==> config.mk <==
export PLATFORM = sky130hd
export DESIGN_NAME = multdiv_issue_ctrl
export DESIGN_NICKNAME = d
export VERILOG_FILES = /design/src/rtl/multdiv_pkg.sv /design/src/rtl/multdiv_issue_ctrl.sv
export SDC_FILE = /design/constraint.sdc
export NUM_CORES = 1
export LEC_CHECK = 0
export BUFFER_PORTS_ARGS = -buffer_cell sky130_fd_sc_hd__buf_4
export CAP_MARGIN = 20
export CORE_UTILIZATION = 45
export DETAILED_ROUTE_END_ITERATION = 7
export PLACE_DENSITY = 0.79
export RECOVER_POWER = 50
export SYNTH_ARGS = -nofsm -noshare
export SYNTH_HDL_FRONTEND = slang
export SYNTH_SLANG_ARGS = --single-unit
==> constraint.sdc <==
create_clock -name clock -period 5.08 [get_ports clock]
set_clock_uncertainty 0.2 [all_clocks]
set_input_delay 1.016 -clock clock [delete_from_list [all_inputs] [get_ports clock]]
set_output_delay 1.016 -clock clock [all_outputs]
set_load 0.05 [all_outputs]
==> src/rtl/multdiv_pkg.sv <==
// Shared constants for the multiply/divide issue controller:
// FSM state encoding, default WAIT timeout and unit select codes.
package multdiv_pkg;

   typedef enum logic [1:0] {
      IDLE  = 2'd0,
      START = 2'd1,
      WAIT  = 2'd2,
      DONE  = 2'd3
   } state_t;

   localparam int TIMEOUT_DEF = 40;

   // Latched is_div value selects the unit
   localparam logic OP_MULT = 1'b0;
   localparam logic OP_DIV  = 1'b1;

endpackage

==> src/rtl/multdiv_issue_ctrl.sv <==
// Execute-stage initiator for the multi-cycle multiplier/divider.
// Latches one mult/div instruction, strobes the matching unit, stalls the
// pipeline until the unit reports ready, then pulses the result to writeback.
// Optional: define MULTDIV_TIMEOUT_EN to force completion (wb_exception=1,
// wb_data=0) after TIMEOUT WAIT cycles without ready.
module multdiv_issue_ctrl
   import multdiv_pkg::*;
#(
   parameter int TIMEOUT = TIMEOUT_DEF,
   parameter int RD_W    = 5
) (
   input  logic            clock,
   input  logic            reset_n,
   input  logic            issue_valid,
   input  logic            issue_is_div,
   input  logic [31:0]     issue_opA,
   input  logic [31:0]     issue_opB,
   input  logic [RD_W-1:0] issue_rd,
   output logic            stall,
   output logic            busy,
   output logic [RD_W-1:0] busy_rd,
   output logic [31:0]     data_operandA,
   output logic [31:0]     data_operandB,
   output logic            ctrl_MULT,
   output logic            ctrl_DIV,
   input  logic [31:0]     data_result,
   input  logic            data_exception,
   input  logic            data_resultRDY,
   output logic            wb_valid,
   output logic [RD_W-1:0] wb_rd,
   output logic [31:0]     wb_data,
   output logic            wb_exception
);

   state_t            r_state;
   state_t            w_next;
   logic [31:0]       r_opA;
   logic [31:0]       r_opB;
   logic [RD_W-1:0]   r_rd;
   logic              r_is_div;
   logic [RD_W-1:0]   r_wb_rd;
   logic [31:0]       r_wb_data;
   logic              r_wb_exc;
   logic              w_accept;
   logic              w_ready;
   logic              w_timeout;

   assign w_accept = (r_state == IDLE) && issue_valid;
   // Ready only counts in WAIT; stray ready elsewhere is dropped
   assign w_ready  = (r_state == WAIT) && data_resultRDY;

`ifdef MULTDIV_TIMEOUT_EN
   localparam int CNT_W = $clog2(TIMEOUT + 1);
   logic [CNT_W-1:0] r_tmo_cnt;

   // WAIT-cycle counter, cleared in START so it starts at zero on WAIT entry
   always_ff @(posedge clock or negedge reset_n) begin
      if (!reset_n)
         r_tmo_cnt <= '0;
      else if (r_state == START)
         r_tmo_cnt <= '0;
      else if (r_state == WAIT)
         r_tmo_cnt <= r_tmo_cnt + CNT_W'(1);
   end

   // Fires on the TIMEOUT-th WAIT cycle; a simultaneous ready takes priority
   assign w_timeout = (r_state == WAIT) && !data_resultRDY &&
                      (r_tmo_cnt == CNT_W'(TIMEOUT - 1));
`else
   assign w_timeout = 1'b0;
`endif

   // State register
   always_ff @(posedge clock or negedge reset_n) begin
      if (!reset_n)
         r_state <= IDLE;
      else
         r_state <= w_next;
   end

   // Next-state logic
   always_comb begin
      w_next = r_state;
      case (r_state)
         IDLE:    if (issue_valid) w_next = START;
         START:   w_next = WAIT;
         WAIT:    if (w_ready || w_timeout) w_next = DONE;
         DONE:    w_next = IDLE;
         default: w_next = IDLE;
      endcase
   end

   // Output decode from state
   always_comb begin
      stall     = 1'b0;
      busy      = 1'b0;
      ctrl_MULT = 1'b0;
      ctrl_DIV  = 1'b0;
      wb_valid  = 1'b0;
      case (r_state)
         IDLE:  stall = issue_valid;
         START: begin
            stall     = 1'b1;
            busy      = 1'b1;
            ctrl_DIV  = (r_is_div == OP_DIV);
            ctrl_MULT = (r_is_div == OP_MULT);
         end
         WAIT: begin
            stall = 1'b1;
            busy  = 1'b1;
         end
         DONE: begin
            busy     = 1'b1;
            wb_valid = 1'b1;
         end
         default: ;
      endcase
   end

   // Operand/destination latch; held from START through DONE
   always_ff @(posedge clock or negedge reset_n) begin
      if (!reset_n) begin
         r_opA    <= '0;
         r_opB    <= '0;
         r_rd     <= '0;
         r_is_div <= 1'b0;
      end else if (w_accept) begin
         r_opA    <= issue_opA;
         r_opB    <= issue_opB;
         r_rd     <= issue_rd;
         r_is_div <= issue_is_div;
      end
   end

   // Writeback capture; values persist until the next completion
   always_ff @(posedge clock or negedge reset_n) begin
      if (!reset_n) begin
         r_wb_rd   <= '0;
         r_wb_data <= '0;
         r_wb_exc  <= 1'b0;
      end else if (w_ready) begin
         r_wb_rd   <= r_rd;
         r_wb_data <= data_result;
         r_wb_exc  <= data_exception;
      end else if (w_timeout) begin
         r_wb_rd   <= r_rd;
         r_wb_data <= '0;
         r_wb_exc  <= 1'b1;
      end
   end

   assign busy_rd       = busy ? r_rd : '0;
   assign data_operandA = r_opA;
   assign data_operandB = r_opB;
   assign wb_rd         = r_wb_rd;
   assign wb_data       = r_wb_data;
   assign wb_exception  = r_wb_exc;

endmodule

-- Word-level counts from Yosys, hierarchy flattened
Cells that the tools add are included.
- register bits: 110
- output and inout port bits: 112
- word-level logic and storage cells: 29
- eq/ne operators: 5
- multiplexer cells: 9
- bitwise operators: 1
- reduce and logical (&&, ||, !) cells: 6
- operators with widths (operator ; count):
    one-hot mux 2 bit (4 select lines) ; 1
    2-to-1 mux 5 bit ; 1
    equality test 2 bit, second input constant ; 2
    2-to-1 mux 1 bit ; 4
    2-to-1 mux 2 bit ; 2
    inequality test 2 bit, second input constant ; 2
    OR reduction 3 bit ; 1
    equality test 2 x 1 -> 1 bit, second input constant ; 1
    logical AND 1 bit ; 2
    zero test 2 bit ; 1
    one-hot mux 1 bit (2 select lines) ; 1
    AND reduction 2 bit ; 1
    OR reduction 2 bit ; 1
    NOT 1 bit ; 1

-- Logic depth before layout (Yosys ltp)
- depth after elaboration: 4
- depth in mapped cells: 6
- depth with buffers taken out: 5

-- Worst setup path after synthesis
OpenSTA, ideal clock, no wires.
- path type: in2out
- start: in issue_valid
- end: out stall
- data arrival time: 1.714 ns
- required time: 3.864 ns
- setup slack: 2.150 ns
- stages on the path: 2
- path through: a21oi_1 nor2_1
- word-level cells in the longest chain between the ends: 1
- ends and longest elaborated chain (item ; line ; RTL):
    start, declared ; multdiv_issue_ctrl.sv:14 ; input logic issue_valid,
    one-hot mux 1 bit (2 select lines) ; multdiv_issue_ctrl.sv:100 ; case (r_state)
    end, declared ; multdiv_issue_ctrl.sv:19 ; output logic stall,
Every way passes these cells.

-- Final worst setup path
- start: in data_resultRDY
- end: reg r_wb_exc (netlist: wb_exception)
- word-level cells in the longest chain between the ends: 1
- ends and longest elaborated chain (item ; line ; RTL):
    start, declared ; multdiv_issue_ctrl.sv:28 ; input logic data_resultRDY,
    logical AND 1 bit ; multdiv_issue_ctrl.sv:50 ; assign w_ready = (r_state == WAIT) && data_resultRDY;
    end signal, assigned ; multdiv_issue_ctrl.sv:144 ; r_wb_exc <= data_exception;
    end, declared ; multdiv_issue_ctrl.sv:43 ; logic r_wb_exc;
Every way passes these cells.
A chain may end at the register's enable or synchronous reset.

==> impl_metrics.py <==
metrics = {
    "finish": {
        "layout-drive-gt1-share": 0.543,
        "final_nets": 585,
        "antenna_cells": 0,
        "area_delta_synth_final_pct": 36.2,
    },
    "clock_network": {
        "clock-sinks": 110,
        "numCtsBuffers": 9,
        "clock_latency_ns": 0.34,
        "post_cts.repair.setup_buffers": 0,
        "h-tree-depth": 3,
        "cts.path.max_buffers": 2,
        "ctsRootBufferMaster": "clkbuf_8",
        "clk_pin_slew_worst_paths_ns": 0.10,
        "cts_tree": "done",
        "cts_hold_buf": 0,
        "post_cts_resized": 0,
    },
    "run_status": {
        "status": "complete, but fails checks",
        "violations": "max-capacitance violations, max-slew violations",
    },
    "min_path": {
        "hold_path_depth": 1,
        "worst_hold_path.endpoint": "wb_rd[2]",
        "holdCritPathClass": "flip-flop to flip-flop",
        "min_from": "r_rd[2]",
    },
    "worst_setup_path": {
        "critical_path_depth": 4,
        "critPathMaxStageDelay_ns": 1.37,
        "crit_type": "input pin to flip-flop",
        "reg2regPathDepth": 5,
        "crit_required_ns": 5.11,
        "critPathCaptureType": "flip-flop",
        "worst_path_max_delay_cell": "clkbuf_1",
        "r2r_start": "r_state[0]",
        "path_max_fanout": 32,
        "crit_path_cell_trace": "buf_4, nand2_1, clkbuf_1, mux2_2",
        "cp_top_family": "buffers and inverters",
        "crit_buf_inv": 2,
        "r2r-end": "wb_exception",
        "critPathLaunchType": "input pin",
        "reg2reg_slack_ns": 1.94,
        "cp_data_arrival_time_ns": 3.20,
    },
    "floorplan": {
        "pin_count": 219,
        "row_count": 35,
        "core_area_sq_um": 9280,
        "dieArea_sq_um": 10000,
        "start_util": 0.468,
        "die_x_microns": 100,
        "die_height_microns": 100,
    },
    "routing": {
        "wl_per_cell_microns": 15.8,
        "postRouteAntennaNets": 0,
        "dr.pass1.iters": 4,
        "dr.first_iter.drc_count": 41,
        "num_vias": 2854,
        "post-route-drc-count": 0,
        "wl_microns": 9560,
        "viasPerCell": 4.71,
    },
    "global_routing": {
        "met2_usage": 0.330,
        "grtUsageTotal": 0.190,
        "grt_max_degree": 71,
        "grt_pass1_vias": 2910,
        "use_met1": 0.234,
        "gr-total-overflow": 0,
        "grt_use_met3": 0.0487,
        "grt_antenna_before_repair": 0,
        "grt_pass1_wl_microns": 14700,
        "grt-busiest-layer": "met2",
    },
    "synth": {
        "async_reset_ff_frac": 1.00,
        "synth.net_count": 365,
        "yosys-top-cells-area": "dfrtp_1, mux2_2, mux2_4",
        "syn_avg_cell_area_sq_um": 17.2,
        "synth-seq-cells": 110,
        "yosysTopAreaCellShare": 0.634,
        "synth_most_common_cell": "dfrtp_1",
        "synth-edff-count": 0,
        "ys_top_cells_by_count": "dfrtp_1, mux2_2, mux2_4, buf_6, nor2b_1",
        "ys_seq_area_frac": 0.634,
        "yosysTopAreaCell": "dfrtp_1",
        "syn_inst": 253,
        "synth_area_sq_um": 4340,
        "yosys.cell_types.count": 16,
        "yosysWarnings": 0,
        "synth-main-ff-cell": "dfrtp_1",
    },
    "sta": {
        "fin_tns_setup_ns": 0,
        "max_freq_ghz": 0.315,
        "slew_viol_final": 33,
        "setup_viol": 0,
        "rsz0062_at_grt": "no",
        "finalCriticalPeriod_ns": 3.17,
        "hold_violations": 0,
        "finalCritPeriodShare": 0.625,
        "slew-limit-headroom": -0.231,
        "tightest_slew_ns": 1.85,
    },
    "placement": {
        "io_buffers": 218,
        "hpwl_microns": 6980,
        "gp_congestion": 0.709,
    },
    "job": {
        "max_cap_violations": 1,
    },
}
==> how the worst max path moves through the flow <==
stage	from	to	slack, ns
finish	data_resultRDY	wb_exception	1.91
global route	r_state[0]	wb_exception	1.75
CTS	r_state[0]	busy_rd[3]	2.28
detailed placement	issue_valid	stall	2.33
global placement	issue_valid	stall	2.35
floorplan	issue_valid	stall	2.15
==> metrics by stage <==
stage / utilization / instances / instance area (sq um) / hold slack, ns / setup slack, ns
final: 0.637 / 606 / 5910 / 0.300 / 1.91
after global routing: 0.637 / 606 / 5910 / 0.322 / 1.75
after global placement: 0.650 / 590 / 6030 / 0.288 / 2.35
after CTS: 0.671 / 605 / 6230 / 0.316 / 2.28
after floorplan: - / 253 / 4340 / 0.290 / 2.15
after detailed placement: 0.650 / 590 / 6030 / 0.294 / 2.33
==> layer usage <==
layer,up-vias,wire length (microns)
met3,9,657
li1,1317,-
met1,1406,3800
met2,122,5010
met5,-,0
met4,0,101
==> registers in the layout, indices dropped and copies added, names as in the netlist <==
name           cells
data_operandA     32
data_operandB     32
r_is_div           1
r_rd               5
r_state            2
wb_data           32
wb_exception       1
wb_rd              5
==> worst register-to-register path: stages (launching register included) <==
cell and delay, ns:
dfrtp_1 0.41, inv_1 0.10, ha_1 0.24, nand2_1 0.26
clkbuf_1 1.37, mux2_2 0.46
==> cell type report <==
| cell class | instances | area (sq um) |
|---|---|---|
| Tap cell | 129 | 161 |
| Multi-Input combinational cell | 128 | 1380 |
| Clock inverter | 5 | 67.6 |
| Sequential cell | 110 | 2750 |
| Fill cell | 818 | 3370 |
| Clock buffer | 10 | 128 |
| Timing Repair Buffer | 220 | 1400 |
| Inverter | 4 | 15.0 |
==> cells by family (layout without fill, tap and decap cells) <==
family | after synthesis | count (layout) | share of synthesized area
flip-flops | 110 | 110 | 0.634
AND/OR/NAND/NOR | 11 | 11 | 0.0150
AO/OA/AOI/OAI | 3 | 3 | 0.00461
multiplexers | 109 | 109 | 0.300
adder cells (fa/ha/maj) | 5 | 5 | 0.0144
buffers and inverters | 15 | 239 | 0.0317
==> placed cells by master (no fill, tap or decap) <==
cell and count:
buf_4 154, dfrtp_1 110, mux2_2 89, clkbuf_1 67, mux2_1 19, clkbuf_8 9
nor2b_1 6, ha_1 5, inv_1 4, a21oi_1 2, clkinv_4 2, nor2_1 1
and2_1 1, nand2_4 1, nand2_1 1, mux2_4 1, and2b_1 1, o32a_1 1
bufinv_16 1, inv_8 1, inv_6 1
Power is not shown: default switching activity piles up to over one toggle a cycle in this logic, so the estimate is an artifact.
